==> src/rtl/clkdiv_seq_pkg.sv <==
// Shared types and default timing constants for the divider reset sequencer.
// Latency: n/a (declarations only). Backpressure: n/a.
// Optional watchdog is selected per build with CLKDIV_SEQ_WATCHDOG_EN.
package clkdiv_seq_pkg;

    localparam int LOCK_FILTER_DEF   = 16;
    localparam int SETTLE_CYCLES_DEF = 8;
    localparam int WDOG_CYCLES_DEF   = 65535;

    typedef enum logic [1:0] {
        ST_HOLD,
        ST_RELEASE,
        ST_SETTLE,
        ST_RUN
    } state_t;

    // Bits needed to hold values 0..n inclusive, never less than one.
    function automatic int cnt_width(input int n);
        return (n < 2) ? 1 : $clog2(n + 1);
    endfunction

endpackage

==> src/rtl/clkdiv_reset_sequencer_if.sv <==
// Lock/restart inputs and divider-control outputs of the reset sequencer.
// Latency: n/a (wiring only). Backpressure: none, all signals are level/pulse.
// Sequencer side uses the slave modport, the surrounding logic uses master.
interface clkdiv_reset_sequencer_if;

    logic       pll_lock;
    logic       restart_req;
    logic       div_resetn;
    logic       div_ready;
    logic       fault;
    logic [7:0] loss_cnt;

    modport master (
        output pll_lock,
        output restart_req,
        input  div_resetn,
        input  div_ready,
        input  fault,
        input  loss_cnt
    );

    modport slave (
        input  pll_lock,
        input  restart_req,
        output div_resetn,
        output div_ready,
        output fault,
        output loss_cnt
    );

endinterface

==> src/rtl/clkdiv_lock_filter.sv <==
// Synchronises the async PLL lock and qualifies it over LOCK_FILTER steady cycles.
// Latency: lock_s 2 cycles after pll_lock, lock_ok LOCK_FILTER cycles after lock_s.
// Backpressure: none; clear restarts qualification from zero.
module clkdiv_lock_filter
    import clkdiv_seq_pkg::*;
#(
    parameter int LOCK_FILTER = LOCK_FILTER_DEF
) (
    input  logic hclkin,
    input  logic resetn,
    input  logic lock_async,
    input  logic clear,
    output logic lock_s,
    output logic lock_ok
);

    localparam int            CW      = cnt_width(LOCK_FILTER);
    localparam logic [CW-1:0] CNT_MAX = CW'(LOCK_FILTER);

    logic          lock_meta;
    logic [CW-1:0] cnt;

    always_ff @(posedge hclkin or negedge resetn) begin
        if (!resetn) begin
            lock_meta <= 1'b0;
            lock_s    <= 1'b0;
            cnt       <= '0;
        end else begin
            lock_meta <= lock_async;
            lock_s    <= lock_meta;
            // Any low sample or explicit clear forces a full re-qualification.
            if (clear || !lock_s) begin
                cnt <= '0;
            end else if (cnt != CNT_MAX) begin
                cnt <= cnt + CW'(1);
            end
        end
    end

    assign lock_ok = (cnt == CNT_MAX);

endmodule

==> src/rtl/clkdiv_reset_sequencer.sv <==
// Sequences CLKDIV2 reset release after qualified PLL lock; optional watchdog via CLKDIV_SEQ_WATCHDOG_EN.
// Latency: div_resetn 19 cycles after lock rise (defaults), div_ready SETTLE_CYCLES+1 later.
// Backpressure: none; lock loss or restart_req drops back to HOLD on the next edge.
module clkdiv_reset_sequencer
    import clkdiv_seq_pkg::*;
#(
    parameter int LOCK_FILTER   = LOCK_FILTER_DEF,
    parameter int SETTLE_CYCLES = SETTLE_CYCLES_DEF,
    parameter int WDOG_CYCLES   = WDOG_CYCLES_DEF
) (
    input  logic                     hclkin,
    input  logic                     resetn,
    clkdiv_reset_sequencer_if.slave  bus
);

    localparam int            SW          = cnt_width(SETTLE_CYCLES);
    localparam logic [SW-1:0] SETTLE_LAST = SW'(SETTLE_CYCLES - 1);
    localparam logic [7:0]    LOSS_MAX    = 8'hFF;

    logic          lock_s;
    logic          lock_ok;
    state_t        state;
    state_t        state_nxt;
    logic          loss_evt;
    logic [SW-1:0] settle_cnt;
    logic          div_resetn_r;
    logic          div_ready_r;
    logic [7:0]    loss_cnt_r;

    clkdiv_lock_filter #(
        .LOCK_FILTER (LOCK_FILTER)
    ) u_lock_filter (
        .hclkin     (hclkin),
        .resetn     (resetn),
        .lock_async (bus.pll_lock),
        .clear      (bus.restart_req),
        .lock_s     (lock_s),
        .lock_ok    (lock_ok)
    );

    // A lock drop takes precedence over a simultaneous restart so it is still counted.
    always_comb begin
        state_nxt = state;
        loss_evt  = 1'b0;
        case (state)
            ST_HOLD: begin
                if (lock_ok && !bus.restart_req) state_nxt = ST_RELEASE;
            end
            ST_RELEASE: begin
                if (!lock_s || bus.restart_req) state_nxt = ST_HOLD;
                else                            state_nxt = ST_SETTLE;
            end
            ST_SETTLE: begin
                if (!lock_s || bus.restart_req)    state_nxt = ST_HOLD;
                else if (settle_cnt == SETTLE_LAST) state_nxt = ST_RUN;
            end
            ST_RUN: begin
                if (!lock_s || bus.restart_req) state_nxt = ST_HOLD;
                loss_evt = !lock_s;
            end
            default: state_nxt = ST_HOLD;
        endcase
    end

    always_ff @(posedge hclkin or negedge resetn) begin
        if (!resetn) begin
            state        <= ST_HOLD;
            settle_cnt   <= '0;
            div_resetn_r <= 1'b0;
            div_ready_r  <= 1'b0;
            loss_cnt_r   <= '0;
        end else begin
            state        <= state_nxt;
            div_resetn_r <= (state_nxt != ST_HOLD);
            div_ready_r  <= (state_nxt == ST_RUN);
            if (state == ST_SETTLE && state_nxt == ST_SETTLE) begin
                settle_cnt <= settle_cnt + SW'(1);
            end else begin
                settle_cnt <= '0;
            end
            if (loss_evt && loss_cnt_r != LOSS_MAX) begin
                loss_cnt_r <= loss_cnt_r + 8'd1;
            end
        end
    end

    assign bus.div_resetn = div_resetn_r;
    assign bus.div_ready  = div_ready_r;
    assign bus.loss_cnt   = loss_cnt_r;

`ifdef CLKDIV_SEQ_WATCHDOG_EN
    localparam int            WW      = cnt_width(WDOG_CYCLES);
    localparam logic [WW-1:0] WD_MAX  = WW'(WDOG_CYCLES);
    localparam logic [WW-1:0] WD_LAST = WW'(WDOG_CYCLES - 1);

    logic [WW-1:0] wd_cnt;
    logic          fault_r;

    // Timeout only flags; the FSM keeps waiting in HOLD for lock.
    always_ff @(posedge hclkin or negedge resetn) begin
        if (!resetn) begin
            wd_cnt  <= '0;
            fault_r <= 1'b0;
        end else if (bus.restart_req) begin
            wd_cnt  <= '0;
            fault_r <= 1'b0;
        end else if (state == ST_HOLD) begin
            if (wd_cnt != WD_MAX) wd_cnt <= wd_cnt + WW'(1);
            if (wd_cnt == WD_LAST) fault_r <= 1'b1;
        end else begin
            wd_cnt <= '0;
        end
    end

    assign bus.fault = fault_r;
`else
    // WDOG_CYCLES only has meaning when the watchdog is built in.
    if (WDOG_CYCLES < 1) begin : g_wdog_cfg_unused
    end

    assign bus.fault = 1'b0;
`endif

endmodule

==> src/flat_wrapper.sv <==
// flat-port wrapper written by rule: the top's interface ports become plain ports
module clkdiv_reset_sequencer_flat import clkdiv_seq_pkg::*;
#(
    parameter int LOCK_FILTER   = LOCK_FILTER_DEF,
    parameter int SETTLE_CYCLES = SETTLE_CYCLES_DEF,
    parameter int WDOG_CYCLES   = WDOG_CYCLES_DEF
)
  (hclkin, resetn, bus_pll_lock, bus_restart_req, bus_div_resetn, bus_div_ready, bus_fault, bus_loss_cnt);
  clkdiv_reset_sequencer_if bus_i ();
  input  logic hclkin;
  input  logic resetn;
  input wire logic [$bits(bus_i.pll_lock)-1:0] bus_pll_lock;
  input wire logic [$bits(bus_i.restart_req)-1:0] bus_restart_req;
  output wire logic [$bits(bus_i.div_resetn)-1:0] bus_div_resetn;
  output wire logic [$bits(bus_i.div_ready)-1:0] bus_div_ready;
  output wire logic [$bits(bus_i.fault)-1:0] bus_fault;
  output wire logic [$bits(bus_i.loss_cnt)-1:0] bus_loss_cnt;
  assign bus_i.pll_lock = bus_pll_lock;
  assign bus_i.restart_req = bus_restart_req;
  assign bus_div_resetn = bus_i.div_resetn;
  assign bus_div_ready = bus_i.div_ready;
  assign bus_fault = bus_i.fault;
  assign bus_loss_cnt = bus_i.loss_cnt;
  clkdiv_reset_sequencer #(.LOCK_FILTER(LOCK_FILTER), .SETTLE_CYCLES(SETTLE_CYCLES), .WDOG_CYCLES(WDOG_CYCLES)) u_core (.hclkin(hclkin), .resetn(resetn), .bus(bus_i));
endmodule
==> config.mk <==
export PLATFORM = sky130hd
export DESIGN_NAME = clkdiv_reset_sequencer_flat
export DESIGN_NICKNAME = d
export VERILOG_FILES = /design/src/rtl/clkdiv_seq_pkg.sv /design/src/rtl/clkdiv_reset_sequencer_if.sv /design/src/rtl/clkdiv_lock_filter.sv /design/src/rtl/clkdiv_reset_sequencer.sv /design/src/flat_wrapper.sv
export SDC_FILE = /design/constraint.sdc
export NUM_CORES = 1
export LEC_CHECK = 0
export CAP_MARGIN = 0
export CORE_MARGIN = 3
export CORE_UTILIZATION = 34
export CTS_BUF_LIST = sky130_fd_sc_hd__clkbuf_4
export CTS_CLUSTER_SIZE = 24
export DETAILED_ROUTE_END_ITERATION = 8
export PLACE_DENSITY_LB_ADDON = 0.05
export REMOVE_ABC_BUFFERS = 1
export SYNTH_ARGS = -nofsm -noshare
export SYNTH_HDL_FRONTEND = slang
export SYNTH_SLANG_ARGS = --single-unit
==> constraint.sdc <==
create_clock -name hclkin -period 4.3 [get_ports hclkin]
set_input_delay 0.43 -clock hclkin [delete_from_list [all_inputs] [get_ports hclkin]]
set_output_delay 0.43 -clock hclkin [all_outputs]
set_load 0.01 [all_outputs]
* Yosys cells after proc, flatten, opt, wreduce, memory -nomap -nowiden
Index checks and enable logic that the tools add are counted.
Widths: inputs -> output; s select.
** Operators by class
- Equal/unequal tests :: 9
- $add $sub $neg :: 3
- Multiplexer cells :: 10
- Reduce and logical (&&, ||, !) cells :: 9
** Operator list (count)
- $mux 2 :: 5
- $mux 5 :: 2
- $add 8x1->8 const B :: 1
- $eq 2x2->1 const B :: 4
- $ne 8x8->1 const B :: 1
- $pmux 2 s4 :: 1
- $add 5x1->5 const B :: 1
- $eq 5x5->1 const B :: 1
- $ne 5x5->1 const B :: 1
- $add 4x1->4 const B :: 1
- $eq 4x3->1 const B :: 1
- $mux 4 :: 1
- $reduce_bool 2->1 :: 2
- $logic_and 1x1->1 :: 3
- $eq 2x1->1 const B :: 1
- $logic_not 1->1 :: 2
- $logic_not 2->1 :: 1
- $logic_or 1x1->1 :: 1
- $mux 1 :: 1
** Word-level totals
- Bits of input ports :: 4
- Register bits after elaboration :: 23
- Word-level logic and storage cells :: 39
- Output and inout bits :: 11

* Longest topological paths before layout
- Depth in word-level cells :: 7
- Gate-level depth with buffers :: 5
- Mapped depth without buffers :: 5

* Cells and area by module
Synthesis repeated with hierarchy kept, for this count alone.
** Unflattened totals
- Cell total of the unflattened synthesis :: 104
- Area total of the unflattened synthesis :: 1133.6 um2
** By module, submodules not included
- clkdiv_reset_sequencer :: times used 1, cells an instance 75, sequential area each 400.4 um2, area an instance 779.5 um2
- clkdiv_lock_filter :: times used 1, cells an instance 29, sequential area each 175.2 um2, area an instance 354.1 um2

* Worst setup path before layout
OpenSTA, ideal clock, no wires.
- Kind :: reg-to-reg
- From :: register u_core.loss_cnt_r[0], in the netlist u_core.bus.loss_cnt[0]
- To :: register u_core.loss_cnt_r[1], in the netlist u_core.bus.loss_cnt[1]
- Required time :: 4175 ps
- Path slack :: 2870 ps
- Buffers on the path :: 0
- Period minus slack after synthesis :: 1430 ps
- Arrival time :: 1305 ps
- Stages on the path, launching flop included :: 5
- Setup time :: 125 ps
- Cell sequence :: dfrtp_1 ha_1 nand3_1 o21ai_2 mux2_2
** On the way
- Longest elaborated chain between the ends :: 2
** RTL lines
- start: declaration :: line clkdiv_reset_sequencer.sv:28 : logic [7:0] loss_cnt_r;
- start signal: assignment :: line clkdiv_reset_sequencer.sv:82 : loss_cnt_r <= loss_cnt_r + 8'd1;
- parallel branches: the longest is 2 deep, another holds $add 8x1->8
Parallel ways; which one is timed is not known.
A chain may end at the register's enable or synchronous reset.

* Worst setup path in the final report
- From :: register u_core.loss_cnt_r[3], in the netlist u_core.bus.loss_cnt[3]
- To :: output bus_loss_cnt[3]
** RTL lines
- end: declaration :: line flat_wrapper.sv:17 : output wire logic [$bits(bus_i.loss_cnt)-1:0] bus_loss_cnt;
No word-level cell between the ends.

==> results.sh <==
export IMPL_cp_end_kind="output pin"
export IMPL_slew_headroom_pct=30.9
export IMPL_drtIter0Drc=25
export IMPL_critPathMaxStageDelay_ps=590
export IMPL_wl_mm=1.84
export IMPL_track_usage_pct=10.7
export IMPL_cp_cell_sequence="clkdlybuf4s50_1"
export IMPL_vias=725
export IMPL_final_setup_tns_ps=0
export IMPL_syn_area_um2=1080
export IMPL_route_detailed_drc=0
export IMPL_whs_path_depth=0
export IMPL_period_minus_slack_ps=1820
export IMPL_cp_num_buf_inv=1
export IMPL_pre_cts_slack_ps=2530
export IMPL_path_class="reg -> out"
export IMPL_reg2reg_setup_slack_ps=2770
export IMPL_wire_per_inst_um=12.4
export IMPL_yosys_register_bits=23
export IMPL_hold_class="reg -> reg"
export IMPL_via_per_inst=4.87
export IMPL_dpl_cell_area_um2=1220
export IMPL_maxCapViolations=0
export IMPL_cp_data_arrival_time_ps=1390
export IMPL_drtPass1Iterations=4
export IMPL_diodes=0
export IMPL_max_vdd_ir_drop_v=0.000115
export IMPL_critPathTopFamily="buffers and inverters"
export IMPL_rsz0062_at_grt="no"
export IMPL_gp_congestion=0.694
export IMPL_whs_ps=360
export IMPL_initial_core_util_pct=37.5
export IMPL_p_per_area_nw_per_um2=269
export IMPL_yosysSeqAreaShare_pct=53.4
export IMPL_worstPathRequired_ps=3870
export IMPL_cts_buffers_inserted=3
export IMPL_grt_pass1_vias=725
export IMPL_overflow=0
export IMPL_ys_types=30
export IMPL_antenna_found_initial=0
export IMPL_crit_slowest_cell="clkdlybuf4s50_1"
export IMPL_grt_start_max_net_pins=24
export IMPL_drive_above_1_share_pct=6.54
export IMPL_worstSkewPairLatency_ps=300
export IMPL_holdBufCountCts=0
export IMPL_htreeDepth=1
export IMPL_post_cts_setup_buffer_count=0
export IMPL_startpoint_type="register"
export IMPL_die_y_um=62.3
export IMPL_area_delta_synth_final_pct=15.9
export IMPL_yosysWarnings=0
export IMPL_worst_slew_pin_slew_ps=1030
export IMPL_fin_skew_ps=6.26
export IMPL_cts_sinks=23
export IMPL_path_max_fanout=9
export IMPL_core_um2=2880
export IMPL_fin_ws_ps=2480
export IMPL_rows=19
export IMPL_report_final_setup_viol=0
export IMPL_fmax_mhz=548
export IMPL_fin_area_um2=1250
export IMPL_finalNetCount=116
export IMPL_synth_cells=94
export IMPL_most_common_layout_cells="dfrtp_1 (23), clkdlybuf4s50_1 (13), nor2_1 (10), a21oi_1 (5), nand4_1 (5)"
export IMPL_cp_num_cells=1
export IMPL_hold_viol_final=0
export IMPL_root_buffer="clkbuf_4"
export IMPL_clk_pin_slew_worst_paths_ps=120
export IMPL_synthTopCellsByArea="dfrtp_1 (53%), ha_1 (4.6%), nor2_1 (3.5%)"
export IMPL_yosys_area_top_type="dfrtp_1"
export IMPL_cts_tree="built"
export IMPL_fill_cells=286
export IMPL_fin_crit_sh_pct=42.4
export IMPL_ctsResizeCount=0
export IMPL_dieWidth_um=62.3
export IMPL_drv_slew=0
export IMPL_grt_pass1_wl_mm=3.31
export IMPL_pin_count=15
export IMPL_r2r_cells=4
export IMPL_outcome="completed"
export IMPL_clk_path_buf_depth=2
export IMPL_hpwl_mm=1.31
export IMPL_yosysTopAreaCellShare_pct=53.4
export IMPL_layout_commonest_cell="dfrtp_1"
export IMPL_die_area_um2=3880
export IMPL_antenna_left=0
export IMPL_port_buffers=13
export IMPL_p_leak_nw=0.543
export IMPL_syn_avg_cell_area_um2=11.5
[cell usage after synthesis (all sizes together)]
cell,n
and3b,2
ha,4
mux2i,1
nor2,10
nand4b,1
and4bb,1
inv,2
nand3b,1
xnor2,4
nand2,3
nor4,2
and3,2
o21ai,3
a31oi,1
buf,4
dfrtp,23
a21oi,5
nor3,2
nor4b,1
nand2b,2
o2111a,1
mux2,5
nand4,5
nand3,4
conb,1
xor2,3
o211ai,1
[where the power goes]
| group | internal (W) | switching, W |
|---|---|---|
| Combinational | 0.00000448 | 0.00000732 |
| Sequential | 0.000218 | 0.00000158 |
| Clock | 0.0000424 | 0.0000616 |
[path summary, 6_finish.rpt]
kind | startpoint | endpoint
max | u_core.bus.loss_cnt[3] | bus_loss_cnt[3]
min | u_core.u_lock_filter.lock_meta | u_core.u_lock_filter.lock_s
max reg2reg | u_core.bus.loss_cnt[0] | u_core.bus.loss_cnt[1]
min reg2reg | u_core.u_lock_filter.lock_meta | u_core.u_lock_filter.lock_s
max in group asynchronous | resetn | u_core.u_lock_filter.cnt[0]
min in group asynchronous | resetn | u_core.bus.loss_cnt[5]
[flip-flops by register name (all words and copies together) (netlist names)]
register / flops
u_core.bus.loss_cnt: 8
u_core.u_lock_filter.cnt: 5
u_core.settle_cnt: 4
u_core.state: 2
u_core.bus.div_ready: 1
u_core.bus.div_resetn: 1
u_core.u_lock_filter.lock_meta: 1
u_core.u_lock_filter.lock_s: 1
[cells by family (layout without fill, tap and decap cells)]
kind of cell / after synthesis / in the layout / share of synthesized area [%]
AOI/OAI and AO/OA: 11 / 11 / 6.39
xor gates and xnor gates: 7 / 7 / 5.69
adders and majority gates: 4 / 4 / 4.65
buffers and inverters: 6 / 19 / 4.53
DFF: 23 / 23 / 53.4
muxes: 6 / 6 / 6.16
other: 1 / 1 / 0.348
and+or+nand+nor: 36 / 36 / 18.8
[cell type report]
cell class / instances / area, µm² / share of cell area, %
Sequential cell: 23 / 576 / 46.1
Multi-Input combinational cell: 65 / 453 / 36.3
Timing Repair Buffer: 13 / 130 / 10.4
Tap cell: 42 / 52.6 / 4.21
Clock buffer: 4 / 30.0 / 2.40
Inverter: 2 / 7.51 / 0.601
[stage by stage]
| step | power (W) | cells | util [%] |
|---|---|---|---|
| detailed placement | 0.000236 | 145 | 42.4 |
| global placement | 0.000236 | 145 | 42.4 |
| global route | 0.000356 | 149 | 43.4 |
| finish | 0.000335 | 149 | 43.4 |
| floorplan | 0.000227 | 90 | - |
| CTS | 0.000344 | 149 | 43.4 |
[routing by layer]
metal | GRT usage [%] | wire (µm) | vias to the layer above
li1 | - | - | 355
met5 | 0 | 0 | -
met1 | 12.7 | 855 | 359
met4 | 5.79 | 19 | 0
met2 | 17.9 | 895 | 9
met3 | 2.52 | 71 | 2
Power figures use the tool's default switching activity.
